## src/rtl/sub_nibble_serial.sv

```systemverilog
// Serial subtractor: diff = a - b - bin, one 4-bit borrow-lookahead nibble per clock, LSB first.
// Start/busy/done handshake; borrow, signed-overflow and zero flags are loaded on the last nibble.
module sub_nibble_serial #(
   parameter int WIDTH = 32
) (
   input  logic             clk,
   input  logic             rst,
   input  logic             start,
   input  logic [WIDTH-1:0] a,
   input  logic [WIDTH-1:0] b,
   input  logic             bin,
   output logic             busy,
   output logic             done,
   output logic [WIDTH-1:0] diff,
   output logic             bout,
   output logic             ovf,
   output logic             zero
);
   localparam int NIB = WIDTH / 4;
   localparam int CW  = (NIB > 1) ? $clog2(NIB) : 1;

   typedef enum logic [1:0] {S_IDLE, S_RUN, S_DONE} state_t;

   state_t           r_state;
   state_t           w_state_next;
   logic [WIDTH-1:0] r_a;
   logic [WIDTH-1:0] r_b;
   logic [WIDTH-1:0] r_diff;
   logic             r_borrow;
   logic [CW-1:0]    r_cnt;
   logic             r_bout;
   logic             r_ovf;
   logic             r_zero;

   logic             w_accept;
   logic             w_last;
   logic [3:0]       w_an;
   logic [3:0]       w_bn;
   logic [3:0]       w_g;
   logic [3:0]       w_p;
   logic [3:0]       w_bw;
   logic             w_bo;
   logic [3:0]       w_d;
   logic [WIDTH-1:0] w_diff_full;

   // DONE accepts a new request just like IDLE, giving back-to-back operation.
   assign w_accept = start && (r_state != S_RUN);
   assign w_last   = (r_cnt == CW'(NIB - 1));

   assign w_an = r_a[{r_cnt, 2'b00} +: 4];
   assign w_bn = r_b[{r_cnt, 2'b00} +: 4];
   assign w_g  = ~w_an & w_bn;
   assign w_p  = ~(w_an ^ w_bn);

   // Borrow lookahead across the slice, seeded by the borrow carried from the previous nibble.
   assign w_bw[0] = r_borrow;
   assign w_bw[1] = w_g[0] | (w_p[0] & r_borrow);
   assign w_bw[2] = w_g[1] | (w_p[1] & w_g[0]) | (w_p[1] & w_p[0] & r_borrow);
   assign w_bw[3] = w_g[2] | (w_p[2] & w_g[1]) | (w_p[2] & w_p[1] & w_g[0])
                  | (w_p[2] & w_p[1] & w_p[0] & r_borrow);
   assign w_bo    = w_g[3] | (w_p[3] & w_g[2]) | (w_p[3] & w_p[2] & w_g[1])
                  | (w_p[3] & w_p[2] & w_p[1] & w_g[0])
                  | (w_p[3] & w_p[2] & w_p[1] & w_p[0] & r_borrow);

   generate
      for (genvar gi = 0; gi < 4; gi++) begin : g_dbit
         assign w_d[gi] = w_an[gi] ^ w_bn[gi] ^ w_bw[gi];
      end
   endgenerate

   always_comb begin
      w_diff_full = r_diff;
      w_diff_full[{r_cnt, 2'b00} +: 4] = w_d;
   end

   always_comb begin
      w_state_next = r_state;
      case (r_state)
         S_IDLE:  if (start) w_state_next = S_RUN;
         S_RUN:   if (w_last) w_state_next = S_DONE;
         S_DONE:  w_state_next = start ? S_RUN : S_IDLE;
         default: w_state_next = S_IDLE;
      endcase
   end

   always_ff @(posedge clk) begin
      if (rst) r_state <= S_IDLE;
      else     r_state <= w_state_next;
   end

   always_ff @(posedge clk) begin
      if (rst) begin
         r_a      <= '0;
         r_b      <= '0;
         r_diff   <= '0;
         r_borrow <= 1'b0;
         r_cnt    <= '0;
         r_bout   <= 1'b0;
         r_ovf    <= 1'b0;
         r_zero   <= 1'b0;
      end else if (w_accept) begin
         r_a      <= a;
         r_b      <= b;
         r_borrow <= bin;
         r_cnt    <= '0;
         r_diff   <= '0;
      end else if (r_state == S_RUN) begin
         r_diff   <= w_diff_full;
         r_borrow <= w_bo;
         if (!w_last) begin
            r_cnt <= r_cnt + 1'b1;
         end else begin
            r_bout <= w_bo;
            r_ovf  <= (r_a[WIDTH-1] != r_b[WIDTH-1]) && (w_diff_full[WIDTH-1] != r_a[WIDTH-1]);
            r_zero <= (w_diff_full == '0);
         end
      end
   end

   assign busy = (r_state == S_RUN);
   assign done = (r_state == S_DONE);
   assign diff = r_diff;
   assign bout = r_bout;
   assign ovf  = r_ovf;
   assign zero = r_zero;
endmodule

```

## config.mk

```make
export PLATFORM = sky130hd
export DESIGN_NAME = sub_nibble_serial
export DESIGN_NICKNAME = d
export VERILOG_FILES = /design/src/rtl/sub_nibble_serial.sv
export SDC_FILE = /design/constraint.sdc
export NUM_CORES = 1
export LEC_CHECK = 0
export CAP_MARGIN = 0
export CORE_ASPECT_RATIO = 0.7
export CORE_MARGIN = 2
export CORE_UTILIZATION = 51
export DETAILED_ROUTE_END_ITERATION = 10
export PLACE_DENSITY = 0.84
export SLEW_MARGIN = 0
export SYNTH_ARGS = -nofsm -noshare
export SYNTH_HDL_FRONTEND = slang
export SYNTH_SLANG_ARGS = --single-unit
export TNS_END_PERCENT = 10
```

## constraint.sdc

```tcl
create_clock -name clk -period 4.5 [get_ports clk]
set_clock_uncertainty 0.15 [all_clocks]
set_input_delay 0.675 -clock clk [delete_from_list [all_inputs] [get_ports clk]]
set_output_delay 0.675 -clock clk [all_outputs]
set_load 0.02 [all_outputs]
```

# Yosys cells after proc, flatten, opt, wreduce, memory -nomap -nowiden
# Index checks and enable logic that the tools add are counted.
[op_classes]
n_eq_ne = 8
n_mux = 7
n_bitwise = 40
n_reduce_logical = 9
shifts = 4
add_sub_neg = 2
[ops]
columns = ["operator", "n"]
rows = [
  ["32-bit by 6-bit indexed part select with 4-bit output", 2],
  ["32-bit bitwise mux", 1],
  ["32-bit zero test", 1],
  ["4-bit by 7-bit variable shift with 32-bit output (first input constant)", 1],
  ["4-bit by 7-bit indexed part select with 32-bit output", 1],
  ["1-bit AND", 16],
  ["1-bit bitwise OR", 10],
  ["4-bit inverter", 2],
  ["1-bit XOR", 8],
  ["5-bit negation with 7-bit output", 1],
  ["2-bit one-hot mux with 3 select lines", 1],
  ["4-bit AND", 1],
  ["2-bit 2-to-1 mux", 2],
  ["2-bit by 1-bit inequality test with 1-bit output (second input constant)", 2],
  ["2-bit AND reduction", 2],
  ["4-bit XOR", 1],
  ["3-bit by 1-bit adder with 3-bit output (second input constant)", 1],
  ["3-bit equality test (second input constant)", 1],
  ["1-bit 2-to-1 mux", 3],
  ["3-bit AND reduction", 1],
  ["2-bit by 1-bit equality test with 1-bit output (second input constant)", 1],
  ["2-bit equality test (second input constant)", 1],
  ["1-bit logical AND", 2],
  ["2-bit zero test", 1],
  ["5 further kinds", 7],
]
[word_totals]
reg_bits = 105
input_bits = 68
word_cells = 79

# Logic depth before layout (Yosys ltp)
[logic_depth]
depth_word = 12
depth_mapped = 12

# Worst setup path after synthesis
# OpenSTA, ideal clock, no wires.
[synth_path]
path_kind = "register to register"
startpoint = "register r_cnt[0]"
endpoint = "register r_ovf (netlist: ovf)"
setup_ps = 120
t_arrival_ps = 3743
stages_incl_launch_ff = 12
path_slack_ps = 487
required_time_ps = 4230
path_cell_list = "dfxtp_1 clkbuf_1 buf_1 mux4_2 mux2i_1 ha_1 a211oi_1 o21ai_0 a31oi_1 a31oi_1 and3b_1 o31a_1"
[synth_via]
elab_chain_cells = 12
word_cells_on_any_way = 37
cone_classes = "add/sub (1); eq/ne (2); shift (4); mux (1); bitwise (27); reduce/logical (2)"
[synth_lines]
columns = ["item", "line_no", "text"]
rows = [
  ["start: declaration", "30", "logic [CW-1:0] r_cnt;"],
  ["start signal: assignment", "111", "r_cnt <= r_cnt + 1'b1;"],
  ["32-bit by 6-bit indexed part select with 4-bit output (on tied branches)", "50, 51", ""],
  ["4-bit XOR or 4-bit inverter (tied branches)", "53, 52", ""],
  ["4-bit inverter or 4-bit AND (tied branches)", "53, 52", ""],
  ["1-bit AND (on tied branches)", "59, 60", ""],
  ["1-bit bitwise OR (tied with other cells)", "59", "assign w_bw[3] = w_g[2] | (w_p[2] & w_g[1]) | (w_p[2] & w_p[1] & w_g[0])"],
  ["1-bit bitwise OR or 1-bit AND (tied branches)", "59, 60", ""],
  ["1-bit bitwise OR", "60", "| (w_p[2] & w_p[1] & w_p[0] & r_borrow);"],
  ["1-bit XOR", "67", "assign w_d[gi] = w_an[gi] ^ w_bn[gi] ^ w_bw[gi];"],
  ["4-bit by 7-bit indexed part select with 32-bit output", "73", "w_diff_full[{r_cnt, 2'b00} +: 4] = w_d;"],
  ["32-bit bitwise mux", "73", ""],
  ["1-bit inequality test", "114", "r_ovf <= (r_a[WIDTH-1] != r_b[WIDTH-1]) && (w_diff_full[WIDTH-1] != r_a[WIDTH-1]);"],
  ["1-bit logical AND", "114", ""],
  ["end signal: assignment", "114", ""],
  ["end: declaration", "32", "logic r_ovf;"],
]
# Several ways; a longest one is shown, not always the timed one.
# A chain may end at the register's enable or synchronous reset.

# Final worst setup path
[layout_path]
startpoint = "register r_cnt[1]"
endpoint = "register r_zero (netlist: zero)"
[layout_via]
elab_chain_cells = 11
word_cells_on_any_way = 36
cone_classes = "add/sub (1); eq/ne (1); shift (4); mux (1); bitwise (27); reduce/logical (2)"
[layout_lines]
columns = ["item", "line_no", "text"]
rows = [
  ["32-bit by 6-bit indexed part select with 4-bit output (on tied branches)", "50, 51", ""],
  ["4-bit XOR or 4-bit inverter (tied branches)", "53, 52", ""],
  ["4-bit inverter or 4-bit AND (tied branches)", "53, 52", ""],
  ["1-bit AND (on tied branches)", "59, 60", ""],
  ["1-bit bitwise OR (tied with other cells)", "59", ""],
  ["1-bit bitwise OR or 1-bit AND (tied branches)", "59, 60", ""],
  ["1-bit bitwise OR", "60", ""],
  ["1-bit XOR", "67", ""],
  ["4-bit by 7-bit indexed part select with 32-bit output", "73", ""],
  ["32-bit bitwise mux", "73", ""],
  ["32-bit zero test", "115", "r_zero <= (w_diff_full == '0);"],
  ["end signal: assignment", "115", ""],
  ["end: declaration", "33", "logic r_zero;"],
]
# Several ways; a longest one is shown, not always the timed one.

==> run_results.csv <==
group,metric,value,unit
placed_design,place_hpwl,9.83,mm
finish,synthToLayoutAreaGrowth,27.6,%
synthesis,ys_seq_elements,105,
power_and_ir_drop,finalPower,2.11,mW
finish,fillers,819,
global_routing,overflow,0,
clock_tree,clockBufferDepth,2,
synthesis,syn_avg_cell_area,8.14,sq um
sta,setup_viol,0,
drt,drt_first_iter_violations,368,
finish,fin_util,66.2,%
die,initial_core_util,51.9,%
power_and_ir_drop,p_per_area,333,nW/um^2
placed_design,port_buffers,104,
synthesis,ys_warn_count,0,
clock_tree,clock_latency,0.35,ns
hold_path,worstHoldPathType,"reg2reg",
status,status,"finished clean",
clock_tree,post_cts_resized,0,
sta,setup_slack,0.741,ns
global_routing,antenna_found_initial,0,
clock_tree,numCtsBuffers,9,
finish,drive_gt1_share,6.91,%
critical_path,cp.required,4.62,ns
die,die_w,122,microns
clock_tree,clkTransAtPathRegs,0.07,ns
clock_tree,cts_tree,"done",
drt,drt_pass1_iterations,6,
synthesis,synth_top_area_share,42.3,%
sta,report.final.hold_viol_count,0,
die,io_pins,105,
sta,fmax,0.266,GHz
synthesis,ys_top_cells_by_area,"dfxtp_1 (42%), nand2_1 (13%), a21oi_1 (9.5%), mux4_2 (7.3%), nor2_1 (2.8%)",
drt,drc,0,
sta,worst_slew_pin_slew,1.14,ns
global_routing,grt_max_degree,71,
drt,vias,4626,
clock_tree,cts.sinks,105,
critical_path,worstSetupStartpointType,"flip-flop",
sta,relSlewSlack,23.8,%
synthesis,post_synth_inst_count,610,
global_routing,grtUsageTotal,26.1,%
drt,drt_wl_total,13.3,mm
synthesis,ys_seq_area_share,42.3,%
sta,fin_crit_sh,83.5,%
sta,finalSetupTns,0,ns
placed_design,place_inst,809,
synthesis,synth.distinct_cells,53,
critical_path,critPathMaxFanout,19,
critical_path,critPathCaptureType,"flip-flop",
sta,fin_crit,3.76,ns
die,placement_rows,30,
drt,detail-route-antenna-nets,0,
sta,rsz0062_at_grt,"no",
synthesis,ys.flop_type,"dfxtp_1",
clock_tree,cts_hold_buf,0,
run,cap_violations,0,
global_routing,grt_pass1_vias,4456,
global_routing,grt_pass1_wl,21.7,mm
power_and_ir_drop,ir_drop,179,uV
critical_path,worstPathArrival,3.87,ns
finish,diodes,0,
clock_tree,clock-root-buffer,"clkbuf_16",
synthesis,synth_top_area_cell,"dfxtp_1",
critical_path,criticalPathCategory,"reg2reg",
finish,instances_no_fill,823,
placed_design,dp_slack,0.837,ns
critical_path,r2r_setup_slack,0.74,ns
synthesis,netlist_area,4970,sq um
drt,vias_per_cell,5.62,
synthesis,synthTopCellsByCount,"nand2_1 (174), dfxtp_1 (105), a21oi_1 (94), nor2_1 (37), clkbuf_1 (32)",
die,core,9570,sq um
power_and_ir_drop,p_leak,2.26,nW
die,die_area,10600,sq um
synthesis,synth_edf_count,0,
finish,finalNetCount,772,
synthesis,synth.most_common_cell,"nand2_1",
synthesis,syn_nets,690,
placed_design,gp_congestion,0.924,
die,die_y,86.6,microns
clock_tree,postCtsSetupBuffers,0,
synthesis,async_flop_share,0,%
sta,finalMaxSlewViolations,0,
clock_tree,cts_max_level,3,
drt,wire_per_inst,16.1,microns
[per-stage QoR]
step	hold slack (ns)	area [sq um]
detailed placement	0.297	6050
floorplan	0.283	4970
global placement	0.291	6050
finish	0.304	6340
CTS	0.306	6340
global route	0.320	6340
[final timing paths]
check | startpoint | endpoint | depth (start not counted)
worst max-delay path | r_cnt[1] | zero | 9
worst min-delay path | r_b[20] | r_b[20] | 2
worst max register to register | r_cnt[1] | zero | 9
worst min register to register | r_b[20] | r_b[20] | 2
[critical path: stages, from the launching register on]
cell,delay (ns)
dfxtp_1,0.87
mux4_2,0.41
mux2i_1,0.30
ha_1,0.31
a211oi_1,0.33
nor2_1,0.11
xor2_1,0.41
a21oi_1,0.18
a2111o_1,0.42
o31ai_2,0.17
[flip-flops by register name, summed over array words and instances, names as in the netlist]
register	flops
diff	32
r_a	32
r_b	32
r_cnt	3
r_state	2
bout	1
ovf	1
r_borrow	1
zero	1
[layout by cell type, fill, tap and decap left out, types with 10 or more instances in the layout]
| master | n |
|---|---|
| a21oi_1 | 94 |
| clkdlybuf4s50_1 | 103 |
| dfxtp_1 | 104 |
| ha_1 | 11 |
| mux2i_1 | 13 |
| mux4_2 | 16 |
| nand2_1 | 173 |
| nand3_1 | 10 |
| nor2_1 | 37 |
| o21ai_0 | 23 |
[report_power, final]
group          switching, mW  internal [mW]  total (mW)
Clock                  0.331          0.440       0.771
Combinational          0.183          0.151       0.334
Sequential            0.0324          0.969        1.00
[cell type report]
| class | count | area (sq um) | share of cell area (%) |
|---|---|---|---|
| clock inverters | 3 | 42.5 | 0.671 |
| well taps | 128 | 160 | 2.53 |
| multi-input cells | 457 | 2670 | 42.2 |
| clock buffers | 11 | 243 | 3.83 |
| inverters | 9 | 33.8 | 0.533 |
| repair buffers | 110 | 1080 | 17.1 |
| flip-flops and latches | 105 | 2100 | 33.2 |
[logic make-up after synthesis]
| kind of cell | count (synthesis) | synth area share (%) |
|---|---|---|
| mux | 30 | 10.1 |
| buf+inv | 48 | 3.93 |
| fa+ha+maj | 12 | 3.17 |
| simple gates | 268 | 23.6 |
| flops | 105 | 42.3 |
| xor+xnor | 3 | 0.529 |
| compound gates | 144 | 16.3 |
[layer usage]
layer  global-route usage [%]  part of all wire, %  vias to the layer above
met3                     6.71                  8.3                       12
met4                     5.33                 0.86                        0
met5                        0                    0                        -
met1                     36.4                   46                     2165
li1                         -                    -                     2261
met2                     41.5                   45                      188
(Power assumes the default switching activity.)
